File: src/rtl/clause_array_loader.sv
// Clause array load/unload controller: streams clauses into one-hot cells,
// zero-fills unused slots, and reads cells back onto a valid/ready stream.
module clause_array_loader #(
  parameter int NUM_VARS    = 8,
  parameter int NUM_CLAUSES = 8,
  parameter int WIDTH_C_LEN = 4
) (
  input  logic                             clk,
  input  logic                             rst,
  input  logic                             start_load_i,
  input  logic                             start_unload_i,
  output logic                             busy_o,
  output logic                             done_o,
  output logic                             overflow_o,
  input  logic                             load_valid_i,
  output logic                             load_ready_o,
  input  logic [NUM_VARS*2-1:0]            load_clause_i,
  input  logic                             load_last_i,
  output logic [NUM_CLAUSES-1:0]           wr_o,
  output logic [NUM_CLAUSES-1:0]           rd_o,
  output logic [NUM_VARS*2-1:0]            clause_o,
  output logic [WIDTH_C_LEN-1:0]           clause_len_o,
  input  logic [NUM_VARS*2-1:0]            clause_i,
  input  logic [WIDTH_C_LEN*NUM_CLAUSES-1:0] clause_len_i,
  output logic                             unload_valid_o,
  input  logic                             unload_ready_i,
  output logic [NUM_VARS*2-1:0]            unload_clause_o,
  output logic [WIDTH_C_LEN-1:0]           unload_len_o,
  output logic                             unload_last_o
);

  localparam int CW = NUM_VARS * 2;
  localparam int IW = (NUM_CLAUSES > 1) ? $clog2(NUM_CLAUSES) : 1;
  localparam logic [IW-1:0] LAST = IW'(NUM_CLAUSES - 1);

  typedef enum logic [2:0] {
    IDLE, LOAD, FILL, RD, OUT, DONE
  } state_t;

  state_t               state_q, state_d;
  logic [IW-1:0]        idx_q, idx_d;
  logic [NUM_CLAUSES-1:0] wr_q, wr_d;
  logic [CW-1:0]        clause_q, clause_d;
  logic [WIDTH_C_LEN-1:0] len_q, len_d;
  logic                 ovf_q, ovf_d;
  logic                 done_q, done_d;
  logic                 unl_q, unl_d;
  logic [CW-1:0]        uclause_q, uclause_d;
  logic [WIDTH_C_LEN-1:0] ulen_q, ulen_d;

  logic                 last_slot;
  logic [NUM_CLAUSES-1:0] sel;

  function automatic logic [WIDTH_C_LEN-1:0] count_lits(
    input logic [CW-1:0] c
  );
    logic [WIDTH_C_LEN-1:0] n;
    n = '0;
    for (int i = 0; i < NUM_VARS; i++) begin
      n = n + WIDTH_C_LEN'(|c[2*i +: 2]);
    end
    return n;
  endfunction

  assign last_slot = (idx_q == LAST);
  assign sel       = NUM_CLAUSES'(1) << idx_q;

  always_comb begin
    state_d   = state_q;
    idx_d     = idx_q;
    wr_d      = '0;
    clause_d  = '0;
    len_d     = '0;
    ovf_d     = ovf_q;
    done_d    = 1'b0;
    unl_d     = unl_q;
    uclause_d = uclause_q;
    ulen_d    = ulen_q;
    unique case (state_q)
      IDLE: begin
        if (start_load_i) begin
          state_d = LOAD;
          idx_d   = '0;
          ovf_d   = 1'b0;
          unl_d   = 1'b0;
        end else if (start_unload_i) begin
          state_d = RD;
          idx_d   = '0;
          unl_d   = 1'b1;
        end
      end
      LOAD: begin
        if (load_valid_i) begin
          wr_d     = sel;
          clause_d = load_clause_i;
          len_d    = count_lits(load_clause_i);
          if (last_slot) begin
            state_d = DONE;
            ovf_d   = ovf_q | ~load_last_i;
          end else if (load_last_i) begin
            state_d = FILL;
            idx_d   = idx_q + 1'b1;
          end else begin
            idx_d = idx_q + 1'b1;
          end
        end
      end
      FILL: begin
        wr_d = sel;
        if (last_slot) state_d = DONE;
        else idx_d = idx_q + 1'b1;
      end
      RD: begin
        uclause_d = clause_i;
        ulen_d    = clause_len_i[int'(idx_q)*WIDTH_C_LEN +: WIDTH_C_LEN];
        state_d   = OUT;
      end
      OUT: begin
        if (unload_ready_i) begin
          if (last_slot) begin
            state_d = DONE;
            done_d  = 1'b1;
          end else begin
            idx_d   = idx_q + 1'b1;
            state_d = RD;
          end
        end
      end
      DONE: begin
        state_d = IDLE;
        // load passes pulse done after the final write is visible
        done_d  = ~unl_q;
      end
      default: state_d = IDLE;
    endcase
  end

  always_ff @(posedge clk) begin
    if (rst) begin
      state_q   <= IDLE;
      idx_q     <= '0;
      wr_q      <= '0;
      clause_q  <= '0;
      len_q     <= '0;
      ovf_q     <= 1'b0;
      done_q    <= 1'b0;
      unl_q     <= 1'b0;
      uclause_q <= '0;
      ulen_q    <= '0;
    end else begin
      state_q   <= state_d;
      idx_q     <= idx_d;
      wr_q      <= wr_d;
      clause_q  <= clause_d;
      len_q     <= len_d;
      ovf_q     <= ovf_d;
      done_q    <= done_d;
      unl_q     <= unl_d;
      uclause_q <= uclause_d;
      ulen_q    <= ulen_d;
    end
  end

  assign busy_o          = (state_q != IDLE);
  assign done_o          = done_q;
  assign overflow_o      = ovf_q;
  assign load_ready_o    = (state_q == LOAD);
  assign wr_o            = wr_q;
  assign rd_o            = (state_q == RD) ? sel : '0;
  assign clause_o        = clause_q;
  assign clause_len_o    = len_q;
  assign unload_valid_o  = (state_q == OUT);
  assign unload_clause_o = uclause_q;
  assign unload_len_o    = ulen_q;
  assign unload_last_o   = (state_q == OUT) && last_slot;

endmodule

File: config.mk
export PLATFORM = sky130hd
export DESIGN_NAME = clause_array_loader
export DESIGN_NICKNAME = d
export VERILOG_FILES = /design/src/rtl/clause_array_loader.sv
export SDC_FILE = /design/constraint.sdc
export NUM_CORES = 1
export LEC_CHECK = 0
export CAP_MARGIN = 20
export CORE_AREA = 2 2 75 91
export DETAILED_ROUTE_END_ITERATION = 8
export DIE_AREA = 0 0 77 93
export PLACE_DENSITY = 0.84
export SYNTH_ARGS = -nofsm -noshare
export SYNTH_HDL_FRONTEND = slang
export SYNTH_SLANG_ARGS = --single-unit
File: constraint.sdc
create_clock -name clk -period 7.15 [get_ports clk]
set_input_delay 1.43 -clock clk [delete_from_list [all_inputs] [get_ports clk]]
set_output_delay 1.43 -clock clk [all_outputs]
set_load 0.005 [all_outputs]
== Word-level counts from Yosys, hierarchy flattened ==
Cells that the tools add are included.

* ROM bits: 0
* Latch bits: 0
* Memories: 0
* Bits in writable memories: 0
* Bits in registers: 57

* Mux-type cells: 27
* Reductions and logical operators: 19
* Add/sub/neg operators: 8
* Multiply operators: 0
* Shifts and indexed selects: 2
* Divide/modulo/power cells: 0
* Bitwise operators: 5
* Order comparisons: 0
* Equality and inequality tests: 13

{| class="wikitable"
|+ Operators with widths
! cell !! count
|-
| $mux W3 || 13
|-
| $shiftx A32 B6 Y4 || 1
|-
| $add A4 B1 Y4 || 4
|-
| $mux W8 || 2
|-
| $pmux W8 S2 || 1
|-
| $reduce_or A2 Y1 || 8
|-
| $pmux W3 S5 || 1
|-
| $pmux W3 S4 || 1
|-
| $eq A3 B3 Y1 const B || 3
|-
| $reduce_and A4 Y1 || 2
|-
| $shl A1 B3 Y8 const A || 1
|-
| $mux W1 || 7
|-
| $eq A3 B2 Y1 const B || 2
|-
| $ne A2 B2 Y1 const B || 3
|-
| $reduce_and A5 Y1 || 1
|-
| $add A3 B1 Y4 || 1
|-
| $ne A2 B1 Y1 const B || 2
|-
| $not A1 Y1 || 4
|-
| $pmux W1 S2 || 2
|-
| $reduce_bool A2 Y1 || 2
|-
| $reduce_bool A4 Y1 || 1
|-
| $add A2 B1 Y3 || 1
|-
| $add A3 B1 Y3 const B || 1
|-
| $eq A3 B1 Y1 const B || 1
|-
| 9 further kinds || 9
|}

== Logic depth before layout (Yosys ltp) ==
* Word-level depth: 8
* Depth in mapped cells: 12
* Mapped depth without buffers: 12

== Worst setup path after synthesis ==
OpenSTA, ideal clock, no wires.

* Path type: input to register
* Start point: input port load_clause_i[1]
* End point: register len_q[1] (netlist: clause_len_o[1])
* Library setup time: 0.092 ns
* Arrival: 4.052 ns
* Stages on the path: 11
* Path buffers: 0
* Data required time: 7.058 ns
* Setup slack: 3.006 ns
* Cells stage by stage: nor2_1 > fa_1 > inv_1 > fa_1 > inv_1 > fa_1 > inv_1 > ha_1 > inv_1 > fa_1 > nor4_1

* Cells in the longest elaborated chain, start to end: 8

{| class="wikitable"
|+ Ends and longest elaborated chain
! element !! RTL line !! RTL
|-
| from (decl) || 17 || <nowiki>input logic [NUM_VARS*2-1:0] load_clause_i,</nowiki>
|-
| $reduce_or A2 Y1 || 60 || <nowiki>n = n + WIDTH_C_LEN'(|c[2*i +: 2]);</nowiki>
|-
| $add A1 B1 Y2 || 60 ||
|-
| $add A2 B1 Y3 || 60 ||
|-
| $add A3 B1 Y4 || 60 ||
|-
| $add A4 B1 Y4 (4 in series) || 60 ||
|-
| to (signal assigned) || 155 || <nowiki>len_q <= len_d;</nowiki>
|-
| to (decl) || 44 || <nowiki>logic [WIDTH_C_LEN-1:0] len_q, len_d;</nowiki>
|}

No other way between the ends.
A chain may end at the register's enable or synchronous reset.

== Worst setup path in the final report ==
* Start point: input port load_clause_i[0]
* End point: register len_q[1] (netlist: clause_len_o[1])

Same word-level chain as after synthesis.

==> results.yml <==
synth:
  ys_ff_latch: 57
  netlist_area_sq_mm: 0.00264
  seq_area_frac_synth_pct: 43.3
  yosys_warnings: 0
  avgSynthCellArea_sq_um: 9.49
  synth_edf_count: 0
  synthCells: 278
  synth_cell_types: 47
  synth_ff_type: "dfxtp_1"
  synthArstFlopShare_pct: 0
  syn_nets: 362
sta:
  finalMaxSlewViolations: 0
  worst_pin_slew_ns: 1.01
  slew_headroom_pct: 32.4
  setup_violations: 0
  fin_ws_ns: 2.69
  rsz0062_at_grt: "false"
  setup_tns_ns: 0
  period_minus_slack_ns: 4.46
  clock_skew_ns: 0.00579
  final_hold_viol_count: 0
  clock.fmax_mhz: 224
  post-route-period-util_pct: 62.3
routing:
  drtIter0Drc: 104
  met2_length_mm: 4.02
  num_vias: 2438
  drc_errors: 0
  dr.pass1.iters: 4
  met3WireLength_um: 248
  routed_wl_mm: 7.22
  wl_met1_mm: 2.82
  drt.antenna.violating_nets: 0
  top_layer: "met4"
  routed_via_density: 4.94
  wl_per_cell_um: 14.6
grt:
  antenna_found_initial: 0
  first_global_vias: 2320
  grt_pass1_wl_mm: 11.6
  grt_max_degree: 32
  grt_overflow: 0
  grt_usage_pct: 20.6
clock_tree:
  cts_root_buf: "clkbuf_8"
  ctsResizeCount: 0
  htree_levels: 3
  cts_buffers: 9
  insertion_delay_ns: 0.32
  cts.clk_slew.worst_paths_ns: 0.06
  clock_path_buffers: 2
  hold_buffers: 0
  post_cts_buffers: 0
  cts.sinks: 57
  cts_tree: "done"
final_layout:
  antenna_cells: 0
  regArea_sq_mm: 0.00114
  final_cell_mix: "clkdlybuf4s50_1 (132), dfxtp_1 (57), nand2_1 (41), and2_1 (21), a21oi_1 (21)"
  multi_input_area_sq_mm: 0.00133
  nets: 489
  drive_gt1_share_pct: 9.54
  syn_to_final_growth_pct: 57.6
  n_fill_cell: 553
  final_common_cell: "clkdlybuf4s50_1"
setup_path:
  cp.arrival_ns: 4.68
  cp_max_fo: 2
  endpoint_kind: "flop"
  rr_worst_depth: 6
  worstSetupPathType: "in2reg"
  start_kind: "input port"
  crit_required_ns: 7.37
pwr:
  power.leakage_nw: 1.59
  p_per_area_mw_per_mm2: 235
  peakVddDrop_mv: 0.163
  power_w: 0.000976
placed_design:
  portBuffers: 132
  place_ws_ns: 2.35
  hpwl_mm: 5.66
  place.gp.congestion: 0.871
floorplan:
  dieArea_sq_mm: 0.00716
  dieHeight_um: 93
  die_x_um: 77
  rows: 32
  fp.coreArea_sq_mm: 0.00633
  ios: 133
  initial_core_util_pct: 41.7
outcome:
  status: "completed"
worst_hold_path:
  hold_class: "reg2reg"
  min_path_cells: 2
flow_run:
  drv_cap: 0
[cell families (layout without fill, tap and decap cells)]
logic type               after synthesis  count (layout)  share of synthesized area, %
flip-flops                            57              57                          43.3
multiplexers                          13              13                          8.87
AO/OA/AOI/OAI                         46              46                          11.1
buffers and inverters                 33             164                          6.26
adder cells (fa/ha/maj)               13              13                          7.31
AND/OR/NAND/NOR                      115             115                          22.8
XOR/XNOR                               1               1                         0.332
[layout make-up]
type,instances,area share (%)
flip-flops and latches,57,27.4
repair buffers,133,32.1
clock inverters,3,0.361
clock buffers,12,3.97
well taps,85,2.56
inverters,16,1.44
multi-input cells,188,32.1
[critical path, stage by stage]
cell	delay, ns
clkdlybuf4s50_1	0.48
nor2_1	0.07
fa_1	0.53
inv_1	0.06
fa_1	0.53
inv_1	0.06
fa_1	0.53
inv_1	0.05
ha_1	0.20
inv_1	0.07
fa_1	0.40
nor4_1	0.28
[synth_stat cells (2+ instances only)]
cell type  number  area (sq um)
dfxtp_1        57          1140
nand2_1        41           154
a21oi_1        21           105
and2_1         21           131
nor2_1         20          75.1
inv_1          15          56.3
and3_1         13          81.3
ha_1            9           113
mux4_2          8           180
o21ai_0         7          35.0
buf_2           6          30.0
clkbuf_1        6          22.5
a31oi_1         4          25.0
buf_6           4          45.0
fa_1            4          80.1
mux2_2          3          33.8
nor4_1          3          18.8
or2_2           3          18.8
a211oi_1        2          15.0
mux2i_1         2          20.0
nand2b_4        2          27.5
o31ai_1         2          15.0
[power breakdown]
group | internal, W | switching (W)
Clock | 0.000150 | 0.000116
Sequential | 0.000352 | 0.0000449
Combinational | 0.000181 | 0.000132
[registers in the layout (all words and copies together), names as in the netlist]
register,flops
clause_len_o,4
clause_o,16
done_o,1
idx_q,3
overflow_o,1
state_q,3
unl_q,1
unload_clause_o,16
unload_len_o,4
wr_o,8
[path summary, 6_finish.rpt]
| check | end | startpoint | slack (ns) |
|---|---|---|---|
| max | clause_len_o[1] | load_clause_i[0] | 2.69 |
| min | unload_clause_o[8] | unload_clause_o[8] | 0.45 |
| max reg2reg | overflow_o | idx_q[0] | 4.77 |
| min reg2reg | unload_clause_o[8] | unload_clause_o[8] | 0.45 |
[metal layers]
layer / up-vias / GRT usage, %
met5: - / 0
met2: 80 / 37.9
li1: 1194 / -
met1: 1154 / 23.0
met3: 10 / 4.34
met4: 0 / 8.48
[through the flow]
| step | instances | area [sq um] | util [%] | hold slack [ns] |
|---|---|---|---|---|
| final | 494 | 4160 | 65.7 | 0.455 |
| after global routing | 494 | 4160 | 65.7 | 0.465 |
| after CTS | 493 | 4140 | 65.5 | 0.456 |
| after detailed placement | 478 | 3960 | 62.6 | 0.448 |
| after global placement | 478 | 3960 | 62.6 | 0.443 |
| after floorplan | 278 | 2640 | - | 0.453 |
(Power assumes the default switching activity.)
